## src/rtl/ibex_rf_wb_arbiter.sv

```systemverilog
// Write-port arbiter for the integer and FP register files. Writeback-stage writes pass
// straight through; FPU results queue up and drain into the FP port when it is idle.
module ibex_rf_wb_arbiter #(
  parameter bit          ResetAll = 1'b0,
  parameter int unsigned FpQDepth = 2
) (
  input  logic        clk_i,
  input  logic        rst_ni,

  input  logic [4:0]  wb_waddr_i,
  input  logic [31:0] wb_wdata_i,
  input  logic        wb_we_int_i,
  input  logic        wb_we_fp_i,
  input  logic        wb_lsu_to_fp_i,

  input  logic        fpu_valid_i,
  output logic        fpu_ready_o,
  input  logic [4:0]  fpu_waddr_i,
  input  logic [31:0] fpu_wdata_i,

  input  logic [4:0]  hazard_raddr_i,
  output logic        hazard_o,
  output logic        fp_pending_o,

  output logic        rf_int_we_o,
  output logic [4:0]  rf_int_waddr_o,
  output logic [31:0] rf_int_wdata_o,
  output logic        rf_fp_we_o,
  output logic [4:0]  rf_fp_waddr_o,
  output logic [31:0] rf_fp_wdata_o
);

  localparam int unsigned PtrW = $clog2(FpQDepth);
  localparam int unsigned CntW = PtrW + 1;
  localparam logic [CntW-1:0] DepthCnt = CntW'(FpQDepth);

  logic            wb_int, wb_fp;
  logic            push, pop, q_nonempty;
  logic [PtrW-1:0] wr_ptr_q, wr_ptr_d, rd_ptr_q, rd_ptr_d;
  logic [CntW-1:0] count_q, count_d;
  logic [4:0]      q_waddr_q [FpQDepth];
  logic [31:0]     q_wdata_q [FpQDepth];
  logic [FpQDepth-1:0] entry_hit;

  assign wb_int = wb_we_int_i & ~wb_lsu_to_fp_i;
  assign wb_fp  = wb_we_fp_i | (wb_we_int_i & wb_lsu_to_fp_i);

  assign q_nonempty   = (count_q != '0);
  assign fpu_ready_o  = (count_q != DepthCnt);
  assign fp_pending_o = q_nonempty;

  assign push = fpu_valid_i & fpu_ready_o;
  assign pop  = ~wb_fp & q_nonempty;

  always_comb begin
    rf_int_we_o    = wb_int;
    rf_int_waddr_o = wb_int ? wb_waddr_i : 5'd0;
    rf_int_wdata_o = wb_int ? wb_wdata_i : 32'd0;
  end

  // The writeback stage cannot stall, so it always wins the FP port.
  always_comb begin
    rf_fp_we_o    = 1'b0;
    rf_fp_waddr_o = 5'd0;
    rf_fp_wdata_o = 32'd0;
    if (wb_fp) begin
      rf_fp_we_o    = 1'b1;
      rf_fp_waddr_o = wb_waddr_i;
      rf_fp_wdata_o = wb_wdata_i;
    end else if (q_nonempty) begin
      rf_fp_we_o    = 1'b1;
      rf_fp_waddr_o = q_waddr_q[rd_ptr_q];
      rf_fp_wdata_o = q_wdata_q[rd_ptr_q];
    end
  end

  always_comb begin
    wr_ptr_d = wr_ptr_q;
    rd_ptr_d = rd_ptr_q;
    count_d  = count_q;
    if (push) wr_ptr_d = wr_ptr_q + PtrW'(1);
    if (pop)  rd_ptr_d = rd_ptr_q + PtrW'(1);
    case ({push, pop})
      2'b10:   count_d = count_q + CntW'(1);
      2'b01:   count_d = count_q - CntW'(1);
      default: count_d = count_q;
    endcase
  end

  always_ff @(posedge clk_i or negedge rst_ni) begin
    if (!rst_ni) begin
      wr_ptr_q <= '0;
      rd_ptr_q <= '0;
      count_q  <= '0;
    end else begin
      wr_ptr_q <= wr_ptr_d;
      rd_ptr_q <= rd_ptr_d;
      count_q  <= count_d;
    end
  end

  generate
    if (ResetAll) begin : g_storage_rst
      always_ff @(posedge clk_i or negedge rst_ni) begin
        if (!rst_ni) begin
          for (int i = 0; i < FpQDepth; i++) begin
            q_waddr_q[i] <= 5'd0;
            q_wdata_q[i] <= 32'd0;
          end
        end else if (push) begin
          q_waddr_q[wr_ptr_q] <= fpu_waddr_i;
          q_wdata_q[wr_ptr_q] <= fpu_wdata_i;
        end
      end
    end else begin : g_storage_norst
      always_ff @(posedge clk_i) begin
        if (push) begin
          q_waddr_q[wr_ptr_q] <= fpu_waddr_i;
          q_wdata_q[wr_ptr_q] <= fpu_wdata_i;
        end
      end
    end
  endgenerate

  // An entry is live when its distance from the read pointer is below the count;
  // this includes the head being popped this cycle but not the entry being pushed.
  generate
    for (genvar gi = 0; gi < FpQDepth; gi++) begin : g_hazard
      logic [PtrW-1:0] offset;
      assign offset        = PtrW'(gi) - rd_ptr_q;
      assign entry_hit[gi] = ({1'b0, offset} < count_q) && (q_waddr_q[gi] == hazard_raddr_i);
    end
  endgenerate

  assign hazard_o = |entry_hit;

  WbSingleTarget: assert property (@(posedge clk_i) disable iff (!rst_ni)
    !(wb_int && wb_fp));

  FpuInputsStable: assert property (@(posedge clk_i) disable iff (!rst_ni)
    (fpu_valid_i && !fpu_ready_o) |=>
      (fpu_valid_i && $stable(fpu_waddr_i) && $stable(fpu_wdata_i)));

  CountInRange: assert property (@(posedge clk_i) disable iff (!rst_ni)
    count_q <= DepthCnt);

endmodule

```

## config.mk

```make
export PLATFORM = sky130hd
export DESIGN_NAME = ibex_rf_wb_arbiter
export DESIGN_NICKNAME = d
export VERILOG_FILES = /design/src/rtl/ibex_rf_wb_arbiter.sv
export SDC_FILE = /design/constraint.sdc
export NUM_CORES = 1
export LEC_CHECK = 0
export ABC_AREA = 0
export BUFFER_PORTS_ARGS = -buffer_cell sky130_fd_sc_hd__buf_2
export CORE_MARGIN = 8
export CORE_UTILIZATION = 41
export CTS_CLUSTER_SIZE = 25
export DETAILED_ROUTE_END_ITERATION = 16
export GPL_TIMING_DRIVEN = 0
export PLACE_DENSITY = 0.73
export SLEW_MARGIN = 15
export SYNTH_ARGS = -nofsm -noshare
export SYNTH_HDL_FRONTEND = slang
export SYNTH_SLANG_ARGS = --single-unit
```

## constraint.sdc

```tcl
create_clock -name clk_i -period 2.6 [get_ports clk_i]
set_input_delay 0.39 -clock clk_i [delete_from_list [all_inputs] [get_ports clk_i]]
set_output_delay 0.39 -clock clk_i [all_outputs]
set_load 0.02 [all_outputs]
```

==> key figures, run 1 <==
Timing
  – Final setup vio count: 0
  – Final hold viol count: 0
  – Final period util: 89.5%
  – Fmax: 0.430 GHz
  – Final Critical Period: 2.33 ns
  – Clk_skew: 0.00704 ns
  – Max-Slew Margin vs Limit: 57.0%
  – Final Max Slew Viols: 0
  – Final setup margin: 0.273 ns
  – RSZ-0062 raised after global routing: no
  – Worst-Margin Slew: 0.643 ns

Setup path
  – Worst flop-to-flop path startpoint: count_q[0]
  – CP Capture Type: output pin
  – Worst EP arrival: 1.94 ns
  – Top cell family by delay on the critical path: buffers and inverters
  – CP bufs+invs: 4
  – R2R Setup Slk: 0.74 ns
  – CP max stage delay: 0.46 ns
  – Critical-path top delay cell: clkbuf_1
  – Worst path cell trace: buf_2, nor2b_1, clkbuf_1, clkbuf_1, and2_1, buf_2
  – Reg2reg path depth: 4
  – Crit start category: input pin
  – Worst Path Required: 2.21 ns
  – Reg-to-Reg End: q_wdata_q[0][2]
  – Crit path kind: input pin to output pin
  – Critical Path Fanout Max: 10

Finish
  – Multi-input gate area: between 1000 and 1500 µm²
  – Cell area after layout: 4920 µm²
  – # fillers: 765
  – Share of layout cells above drive strength 1: between 40% and 50%
  – Final cell utilization of the core: 56.4%
  – Final Net Count: 544
  – Antenna Cells: 0
  – P&R area growth vs syn: 33.7%
  – Most frequent cells in the layout: buf_2 (170), edfxtp_1 (74), nand2_1 (39)
  – Commonest non-fill, non-tap cell in the layout: buf_2
  – Reg area: 2320 µm²

Synthesis
  – Avg Cell Area, Syn: around 13 µm²
  – Synth warn: 0
  – Synth Instances: 281
  – Post-synth top area cell: edfxtp_1
  – Yosys cell types: 26
  – Net Count, Synth: approximately 370
  – FF+latch count, synth: 78
  – Synthesized area: 3680 µm²
  – Top FF cell, synth: edfxtp_1
  – Synth top area cells: edfxtp_1 (60%), mux2i_1 (10%), o31ai_1 (7.6%), and2_1 (6.3%), nand2_1 (4.0%)
  – Register area share after synthesis: 63.1%
  – Post-synth ARST share: 5.13%
  – Synth top area share: between 60 and 70%
  – EDFF count, synth: 74

Power and ir drop
  – Combinational Power Share: 37.4%
  – Switching part of the total: 35.1%
  – P_int: about 2900 µW
  – Clock power share: 21.5%
  – Leak: 0.00220 µW
  – Switch Pwr: 1560 µW
  – Reg power frac: approximately two fifths
  – Pwr dens: just over 900 nW/µm²
  – Total power: 4450 µW
  – VDD IR-drop max: 0.433 mV

Global routing
  – Total GRT Usage: between 10% and 20%
  – Number of global-route vias before repair: between 3000 and 4000
  – First-pass GRT wire length: 16300 µm
  – Grt ovf: 0
  – Largest net degree at the start of global routing: 21
  – Antenna violations before repair: 0

Floorplan
  – Die width: approximately 110 µm
  – Die area: between 10000 and 15000 µm²
  – Initial Utilization: a little over two fifths
  – Die Y: 111 µm
  – Boundary pin count: 164
  – Row count: 34
  – Core Footprint: 8720 µm²

Clocking
  – CTS tree: done
  – Post CTS Setup Buffer Count: 0
  – CTS root buffer: clkbuf_8
  – Hold-fix buffers, CTS: 1
  – CTS clock-pin slew for the worst setup and hold paths: 0.08 ns
  – CTS Sinks: 78
  – Post-CTS sizing: 0
  – Deepest clock path buffer count: 2
  – H-tree depth: 3
  – Clk_lat worst skew: 0.34 ns
  – CTS buffer count: 9

Drt
  – Drt first pass iters: 4
  – Initial DRC Count: 119
  – DRC viols: 0
  – Routed via count: 2864
  – Wire length per cell: about 18 µm
  – Via density: 5.02
  – ANT nets after route: 0
  – Post-Route WL: 10500 µm

Hold path
  – Hold Path Class: input pin to register
  – Hold Path Cell Cnt: 1
  – Worst hold path endpoint: q_wdata_q[1][2]
  – Min-delay src: fpu_wdata_i[2]

Place
  – Detailed placement HPWL: 7970 µm
  – DP Area: around 4700 µm²
  – Port bufs: 163
  – DP Worst Slack: between 0.15 and 0.2 ns
  – GPL Wtd Cong: 0.766

Outcome
  – Status: finished, final reports clean

Flow run
  – Max-Cap Viols: 0
[how the worst max path moves through the flow]
| stage | start | endpoint | slack, ns | cells past startpoint |
|---|---|---|---|---|
| after global placement | count_q[0] | q_wdata_q[0][24] | -0.10 | 3 |
| after floorplan | count_q[0] | q_waddr_q[0][0] | 0.37 | 3 |
| after detailed placement | wb_lsu_to_fp_i | rf_int_wdata_o[21] | 0.19 | 6 |
| after global routing | wb_lsu_to_fp_i | rf_int_wdata_o[21] | 0.13 | 6 |
| after CTS | wb_lsu_to_fp_i | rf_int_wdata_o[21] | 0.19 | 6 |
| final | wb_lsu_to_fp_i | rf_int_wdata_o[21] | 0.27 | 6 |
[layer usage]
metal	GRT usage (%)	wire, µm	part of all wire, %
met4	6.22	157	1.5
met5	0	0	0
met2	30.1	5480	52
met1	18.3	4250	41
met3	4.22	594	5.7
[cells in the mapped netlist (all sizes together), types with 2 or more instances]
cell type,count
dfrtp,4
buf,11
edfxtp,74
and2,37
clkbuf,10
xnor2,10
nand2,39
mux2i,37
nor2b,2
o31ai,37
xor2,5
nor2,4
[flip-flops by register name (all words and copies together), names as in the netlist]
register and flops:
q_wdata_q 64, q_waddr_q 10, count_q 2, rd_ptr_q 1
wr_ptr_q 1
[layout make-up]
cell class | instances | area share, %
Inverter | 1 | 0.0763
Clock inverter | 6 | 1.76
Buffer | 21 | 2.01
Tap cell | 108 | 2.75
Timing Repair Buffer | 166 | 17.9
Clock buffer | 10 | 2.60
Multi-Input combinational cell | 181 | 25.7
Sequential cell | 78 | 47.2
[through the flow]
stage,TNS [ns],hold WS (ns),std cells
2_1_floorplan,0,0.0944,281
3_3_place_gp,-3.76,0.199,552
3_5_place_dp,0,0.202,554
4_1_cts,0,0.213,571
5_1_grt,0,0.212,571
6_report,0,0.234,571
[logic make-up after synthesis]
logic type	after synthesis	synth area share, %
simple gates	87	11.9
flops	78	63.1
compound gates	41	8.20
mux	37	10.1
buf+inv	22	2.79
xor+xnor	15	3.57
fa+ha+maj	1	0.340
[power groups by stage]
| stage | Sequential, µW | Clock [µW] | Combinational, µW |
|---|---|---|---|
| floorplan | 1830 | 0 | 1100 |
| detailed placement | 1860 | 0 | 1690 |
| finish | 1830 | 958 | 1670 |
| CTS | 1830 | 988 | 1700 |
| global route | 1850 | 1030 | 1810 |
| global placement | 1860 | 0 | 1590 |
Note: power is estimated with default switching activity, not from simulation.
==> run 2, diff against run 1 <==
--- a/config.mk
+++ b/config.mk
@@ -7,12 +7,16 @@
 export LEC_CHECK = 0
 export ABC_AREA = 0
 export BUFFER_PORTS_ARGS = -buffer_cell sky130_fd_sc_hd__buf_2
+export CELL_PAD_IN_SITES_DETAIL_PLACEMENT = 1
+export CELL_PAD_IN_SITES_GLOBAL_PLACEMENT = 2
 export CORE_MARGIN = 8
-export CORE_UTILIZATION = 41
+export CORE_UTILIZATION = 26
+export CTS_BUF_LIST = sky130_fd_sc_hd__clkbuf_4 sky130_fd_sc_hd__clkbuf_8 sky130_fd_sc_hd__clkbuf_16
 export CTS_CLUSTER_SIZE = 25
 export DETAILED_ROUTE_END_ITERATION = 16
+export GPL_ROUTABILITY_DRIVEN = 0
 export GPL_TIMING_DRIVEN = 0
-export PLACE_DENSITY = 0.73
+export PLACE_DENSITY = 0.74
 export SLEW_MARGIN = 15
 export SYNTH_ARGS = -nofsm -noshare
 export SYNTH_HDL_FRONTEND = slang
==> run 2 against run 1 <==
Routed wire length rose by 20%. Worst hold slack improved by 0.0071 ns. Register-to-register slack got worse by 0.06 ns. Sequential cell count did not move. Fmax fell by 0.63%. Critical path depth did not move. Power rose by 9.7%. Sequential share of layout area fell by 1.8 points. Critical path type unchanged. Largest power group unchanged.
==> key figures, run 2 (synthesis results as in run 1) <==
Outcome
  – Status: finished, final reports clean

Drt
  – Drt first pass iters: 4 (unchanged)
  – ANT nets after route: 0 (unchanged)
  – Routed via count: 2872 (+0.28%)
  – Initial DRC Count: 92 (-23%)
  – Wire length per cell: 19.5 µm (+6.4%)
  – DRC viols: 0 (unchanged)
  – Via density: 4.47 (-11%)
  – Post-Route WL: 12600 µm (+20%)

Setup path
  – Crit start category: input pin
  – Worst EP arrival: 1.95 ns (about the same)
  – CP bufs+invs: 4 (unchanged)
  – Worst Path Required: 2.21 ns (about the same)
  – CP dominant cell by count: buf_2
  – Top cell family by delay on the critical path: buffers and inverters
  – Worst path cell trace: buf_2, nor2b_1, clkbuf_2, clkbuf_1, and2_1, buf_2
  – CP max stage delay: 0.53 ns (+0.07 ns)
  – Critical-path top delay cell: clkbuf_1
  – Crit path kind: input pin to output pin
  – CP Capture Type: output pin
  – Critical Path Fanout Max: 10 (unchanged)

Power and ir drop
  – Leak: 0.00225 µW (+2.4%)
  – Pwr dens: 955 nW/µm² (+5.5%)
  – Total power: 4890 µW (+9.7%)
  – VDD IR-drop max: 0.300 mV (-31%)

Floorplan
  – Row count: 43 (+26%)
  – Initial Utilization: 26.6% (-16 points)
  – Die width: 135 µm (+22%)
  – Core Footprint: 13800 µm² (+59%)
  – Die area: 18200 µm² (+49%)
  – Boundary pin count: 164 (unchanged)
  – Die Y: 135 µm (+22%)

Place
  – Port bufs: 163 (unchanged)
  – Detailed placement HPWL: 9670 µm (+21%)

Timing
  – Clk_skew: 0.00547 ns (-0.00156 ns)
  – RSZ-0062 raised after global routing: no
  – Final hold viol count: 0 (unchanged)
  – Final period util: 90.1% (+0.57 points)
  – Final Max Slew Viols: 0 (unchanged)
  – Max-Slew Margin vs Limit: 52.7% (-4.3 points)
  – Worst-Margin Slew: 0.709 ns (+0.0662 ns)
  – Final Critical Period: 2.34 ns (+0.0147 ns)
  – Final setup vio count: 0 (unchanged)
  – Fmax: 0.427 GHz (-0.63%)
  – Setup TNS: 0 ns (unchanged)

Clocking
  – Deepest clock path buffer count: 2 (unchanged)
  – H-tree depth: 3 (unchanged)
  – CTS tree: done
  – CTS buffer count: 9 (unchanged)
  – CTS root buffer: clkbuf_16
  – Clk_lat worst skew: 0.33 ns (about the same)
  – CTS clock-pin slew for the worst setup and hold paths: 0.06 ns (-0.02 ns)
  – CTS Sinks: 78 (unchanged)

Global routing
  – First-pass GRT wire length: 19000 µm (+16%)
  – Total GRT Usage: 13.9% (-2.8 points)
  – Largest net degree at the start of global routing: 20 (-4.8%)
  – Antenna violations before repair: 1 (+1)
  – Number of global-route vias before repair: 3287 (+5.8%)
  – Grt ovf: 0 (unchanged)

Finish
  – Largest register FFs: 64 (unchanged)
  – Most flops, register: q_wdata_q
  – # fillers: 1542 (+100%)
  – Biggest regs: q_wdata_q: 64 flops, q_waddr_q: 10 flops, count_q: 2 flops
  – P&R area growth vs syn: 39.0%
  – Share of layout cells above drive strength 1: 41.9% (+0.43 points)
  – Final Net Count: 544 (unchanged)
  – Antenna Cells: 0 (unchanged)
  – Multi-input gate area: 1260 µm² (unchanged)
  – Reg area: 2320 µm² (unchanged)
  – Commonest non-fill, non-tap cell in the layout: buf_2
  – Most frequent cells in the layout: buf_2 (170), edfxtp_1 (74), nand2_1 (39)

Flow run
  – Max-Cap Viols: 0 (unchanged)

Hold path
  – Hold Path Class: input pin to register
run 2: cell counts in the layout (fill, tap and decap cells not counted):
Identical to the previous run, type by type.
run 2: per-layer routing:
metal / routed length [µm] / global-route usage (%)
met1: 5490 / 16.4
met2: 6330 / 24.0
met3: 613 / 3.64
met4: 112 / 4.44
met5: 10 / 0
run 2: worst reg2reg max path: stages (launching register included):
cell	delay (ns)
dfrtp_1	0.47
nand2b_1	0.17
nand2_1	0.15
nor2_4	0.56
buf_16	0.25
run 2: path summary, 6_finish.rpt:
| check | from | end | slack, ns | cells past startpoint |
|---|---|---|---|---|
| max in group asynchronous | rst_ni | count_q[0] | 2.09 | 2 |
| worst max-delay path | wb_we_int_i | rf_int_wdata_o[10] | 0.26 | 6 |
| worst min register to register | wr_ptr_q | wr_ptr_q | 0.56 | 1 |
| min in group asynchronous | rst_ni | count_q[1] | 0.39 | 2 |
| worst max register to register | count_q[0] | q_wdata_q[0][12] | 0.68 | 4 |
| worst min-delay path | fpu_wdata_i[24] | q_wdata_q[1][24] | 0.24 | 1 |
run 2: per-stage QoR:
stage / utilization, % / hold WS, ns / instances / area, µm² / setup slack, ns
5_1_grt: 37.0 / 0.228 / 643 / 5110 / 0.126
4_1_cts: 37.0 / 0.225 / 643 / 5110 / 0.201
3_5_place_dp: 34.6 / 0.206 / 626 / 4780 / -0.0576
3_3_place_gp: 34.2 / 0.201 / 624 / 4720 / -0.169
2_1_floorplan: - / 0.0944 / 281 / 3680 / 0.373
6_report: 37.0 / 0.241 / 643 / 5110 / 0.259
run 2: timing repair:
action / 4_1_cts / 5_1_grt
buffers inserted: 0 / 0
gates resized for setup: 1 / 0
endpoints found under the hold margin: 4 / 0
endpoints found under the setup margin: 20 / 0
hold buffers: 1 / 0
run 2: area by class of cell:
cell class	count	share of cell area [%]
Buffer	21	1.96
Clock buffer	10	4.55
Timing Repair Buffer	166	17.2
Multi-Input combinational cell	181	24.7
Clock inverter	6	1.69
Tap cell	180	4.40
Sequential cell	78	45.4
Inverter	1	0.0734
run 2: report_power, final:
group	switching (µW)	internal, µW	total (µW)	leakage [µW]
Sequential	113	1730	1840	0.000734
Clock	492	849	1340	0.000156
Combinational	1070	632	1710	0.00136
==> run 3, diff against run 2 <==
--- a/config.mk
+++ b/config.mk
@@ -9,14 +9,13 @@
 export BUFFER_PORTS_ARGS = -buffer_cell sky130_fd_sc_hd__buf_2
 export CELL_PAD_IN_SITES_DETAIL_PLACEMENT = 1
 export CELL_PAD_IN_SITES_GLOBAL_PLACEMENT = 2
-export CORE_MARGIN = 8
-export CORE_UTILIZATION = 26
+export CORE_UTILIZATION = 32
 export CTS_BUF_LIST = sky130_fd_sc_hd__clkbuf_4 sky130_fd_sc_hd__clkbuf_8 sky130_fd_sc_hd__clkbuf_16
 export CTS_CLUSTER_SIZE = 25
 export DETAILED_ROUTE_END_ITERATION = 16
 export GPL_ROUTABILITY_DRIVEN = 0
 export GPL_TIMING_DRIVEN = 0
-export PLACE_DENSITY = 0.74
+export PLACE_DENSITY = 0.85
 export SLEW_MARGIN = 15
 export SYNTH_ARGS = -nofsm -noshare
 export SYNTH_HDL_FRONTEND = slang
==> constraint.sdc (replaced) <==
create_clock -name clk_i -period 2.8 [get_ports clk_i]
set_input_delay 0.42 -clock clk_i [delete_from_list [all_inputs] [get_ports clk_i]]
set_output_delay 0.42 -clock clk_i [all_outputs]
set_load 0.02 [all_outputs]
==> run 3 against run 2 <==
Register-to-register slack improved by 0.31 ns. Critical endpoint is now rf_int_wdata_o[14]. Cell count fell by 6.2%. Largest cell class unchanged. Combinational power is 9.9% lower.
==> key figures, run 3 (synthesis results as in run 1) <==
Setup path
  – Top cell family by delay on the critical path: buffers and inverters
  – Reg2reg path depth: 4 (unchanged)
  – Critical-path top delay cell: clkbuf_1
  – CP max stage delay: 0.58 ns (+0.05 ns)
  – Reg-to-Reg End: q_wdata_q[0][5]
  – Worst EP arrival: 2.13 ns (+0.18 ns)
  – CP Capture Type: output pin
  – Worst path cell trace: buf_2, nor2b_1, clkbuf_1, clkbuf_1, and2_1, buf_2
  – Worst flop-to-flop path startpoint: count_q[0]
  – CP bufs+invs: 4 (unchanged)
  – Crit start category: input pin
  – Worst Path Required: 2.38 ns (+0.17 ns)
  – R2R Setup Slk: 0.99 ns (+0.31 ns)
  – Critical Path Fanout Max: 10 (unchanged)
  – Crit path kind: input pin to output pin

Global routing
  – Antenna violations before repair: 1 (unchanged)
  – Total GRT Usage: 18.6% (+4.7 points)
  – Number of global-route vias before repair: 3083 (-6.2%)
  – Grt ovf: 0 (unchanged)
  – First-pass GRT wire length: 16000 µm (-16%)
  – Largest net degree at the start of global routing: 24 (+20%)

Finish
  – P&R area growth vs syn: 36.6%
  – Share of layout cells above drive strength 1: 41.7% (-0.22 points)
  – Biggest regs: q_wdata_q: 64 flops, q_waddr_q: 10 flops, count_q: 2 flops
  – Most flops, register: q_wdata_q
  – Most frequent cells in the layout: buf_2 (170), edfxtp_1 (74), nand2_1 (39)
  – Fin cells: 603 (-6.2%)
  – Antenna Cells: 0 (unchanged)
  – Final Net Count: 544 (unchanged)
  – Multi-input gate area: 1260 µm² (unchanged)
  – Reg area: 2320 µm² (unchanged)
  – # fillers: 1239 (-20%)
  – Commonest non-fill, non-tap cell in the layout: buf_2
  – Largest register FFs: 64 (unchanged)

Flow run
  – Max-Cap Viols: 0 (unchanged)

Drt
  – DRC viols: 0 (unchanged)
  – Post-Route WL: 10700 µm (-15%)
  – Routed via count: 2909 (+1.3%)
  – Drt first pass iters: 4 (unchanged)
  – Initial DRC Count: 105 (+14%)
  – Wire length per cell: 17.8 µm (-9.0%)
  – ANT nets after route: 0 (unchanged)
  – Via density: 4.82 (+8.0%)

Hold path
  – Hold Path Cell Cnt: 1 (unchanged)
  – Hold Path Class: input pin to register
  – Worst hold path endpoint: q_wdata_q[0][24]
  – Min-delay src: fpu_wdata_i[24]

Timing
  – Final Max Slew Viols: 0 (unchanged)
  – Final period util: 91.1%
  – Clk_skew: 0.00369 ns (-0.00179 ns)
  – Final hold viol count: 0 (unchanged)
  – Final setup vio count: 0 (unchanged)
  – Final Critical Period: 2.55 ns
  – Worst-Margin Slew: 0.673 ns (-0.0360 ns)
  – Fmax: between 0.3 and 0.4 GHz
  – RSZ-0062 raised after global routing: no
  – Max-Slew Margin vs Limit: 55.1% (+2.4 points)
  – Setup TNS: 0 ns (unchanged)

Floorplan
  – Die Y: 109 µm (-19%)
  – Initial Utilization: 33.3% (+6.7 points)
  – Die area: 11900 µm² (-34%)
  – Row count: 38 (-12%)
  – Core Footprint: 11000 µm² (-20%)
  – Boundary pin count: 164 (unchanged)
  – Die width: 109 µm (-19%)

Clocking
  – H-tree depth: 3 (unchanged)
  – Post CTS Setup Buffer Count: 0 (unchanged)
  – CTS root buffer: clkbuf_16
  – Deepest clock path buffer count: 2 (unchanged)
  – CTS tree: done
  – CTS buffer count: 9 (unchanged)
  – CTS clock-pin slew for the worst setup and hold paths: 0.06 ns (about the same)
  – Clk_lat worst skew: 0.33 ns (about the same)
  – CTS Sinks: 78 (unchanged)

Outcome
  – Status: finished, final reports clean

Place
  – DP Cell Count: 586 (-6.4%)
  – Port bufs: 163 (unchanged)
  – Detailed placement HPWL: 7990 µm (-17%)

Power and ir drop
  – Pwr dens: 876 nW/µm² (-8.3%)
  – Leak: 0.00224 µW (-0.61%)
  – VDD IR-drop max: 0.395 mV (+32%)
  – Total power: 4400 µW (-9.8%)
## run 3: per-layer routing
| metal | wire length [µm] | part of all wire (%) | global-route usage [%] |
|---|---|---|---|
| met1 | 4620 | 43 | 23.6 |
| met2 | 5340 | 50 | 31.0 |
| met3 | 625 | 5.8 | 4.66 |
| met4 | 119 | 1.1 | 5.62 |
| met5 | 13 | 0.12 | 0 |
## run 3: area by class of cell
class,instances,area share [%]
clock inverters,2,0.697
flip-flops and latches,78,46.2
well taps,140,3.49
multi-input cells,181,25.1
inverters,1,0.0747
clock buffers,14,5.23
plain buffers,21,1.97
repair buffers,166,17.2
## run 3: how the worst max path moves through the flow
stage	start	end	slack, ns	cells past startpoint
after floorplan	count_q[0]	q_waddr_q[0][0]	0.57	3
after global placement	count_q[0]	q_wdata_q[0][23]	0.05	3
after detailed placement	wb_lsu_to_fp_i	rf_int_wdata_o[17]	0.15	6
after CTS	wb_lsu_to_fp_i	rf_int_wdata_o[14]	0.14	6
after global routing	wb_lsu_to_fp_i	rf_int_wdata_o[14]	0.03	6
final	wb_lsu_to_fp_i	rf_int_wdata_o[14]	0.25	6
## run 3: what timing repair did
item,in CTS,in global routing
endpoints found under the setup margin,0,0
gates resized for setup,0,0
hold buffers,1,0
endpoints found under the hold margin,4,0
## run 3: per-stage QoR
step | util (%) | worst slack, ns | hold slack [ns] | instance area (µm²)
2_1_floorplan | - | 0.573 | 0.124 | 3680
3_3_place_gp | 42.4 | 0.0491 | 0.226 | 4670
3_5_place_dp | 42.8 | 0.150 | 0.232 | 4720
4_1_cts | 45.6 | 0.138 | 0.262 | 5030
5_1_grt | 45.6 | 0.0347 | 0.263 | 5030
6_report | 45.6 | 0.248 | 0.274 | 5030
## run 3: report_power, final
| part | internal (µW) | switching [µW] | total [µW] |
|---|---|---|---|
| logic | 572 | 964 | 1540 |
| registers | 1600 | 100 | 1700 |
| clock network | 739 | 428 | 1170 |
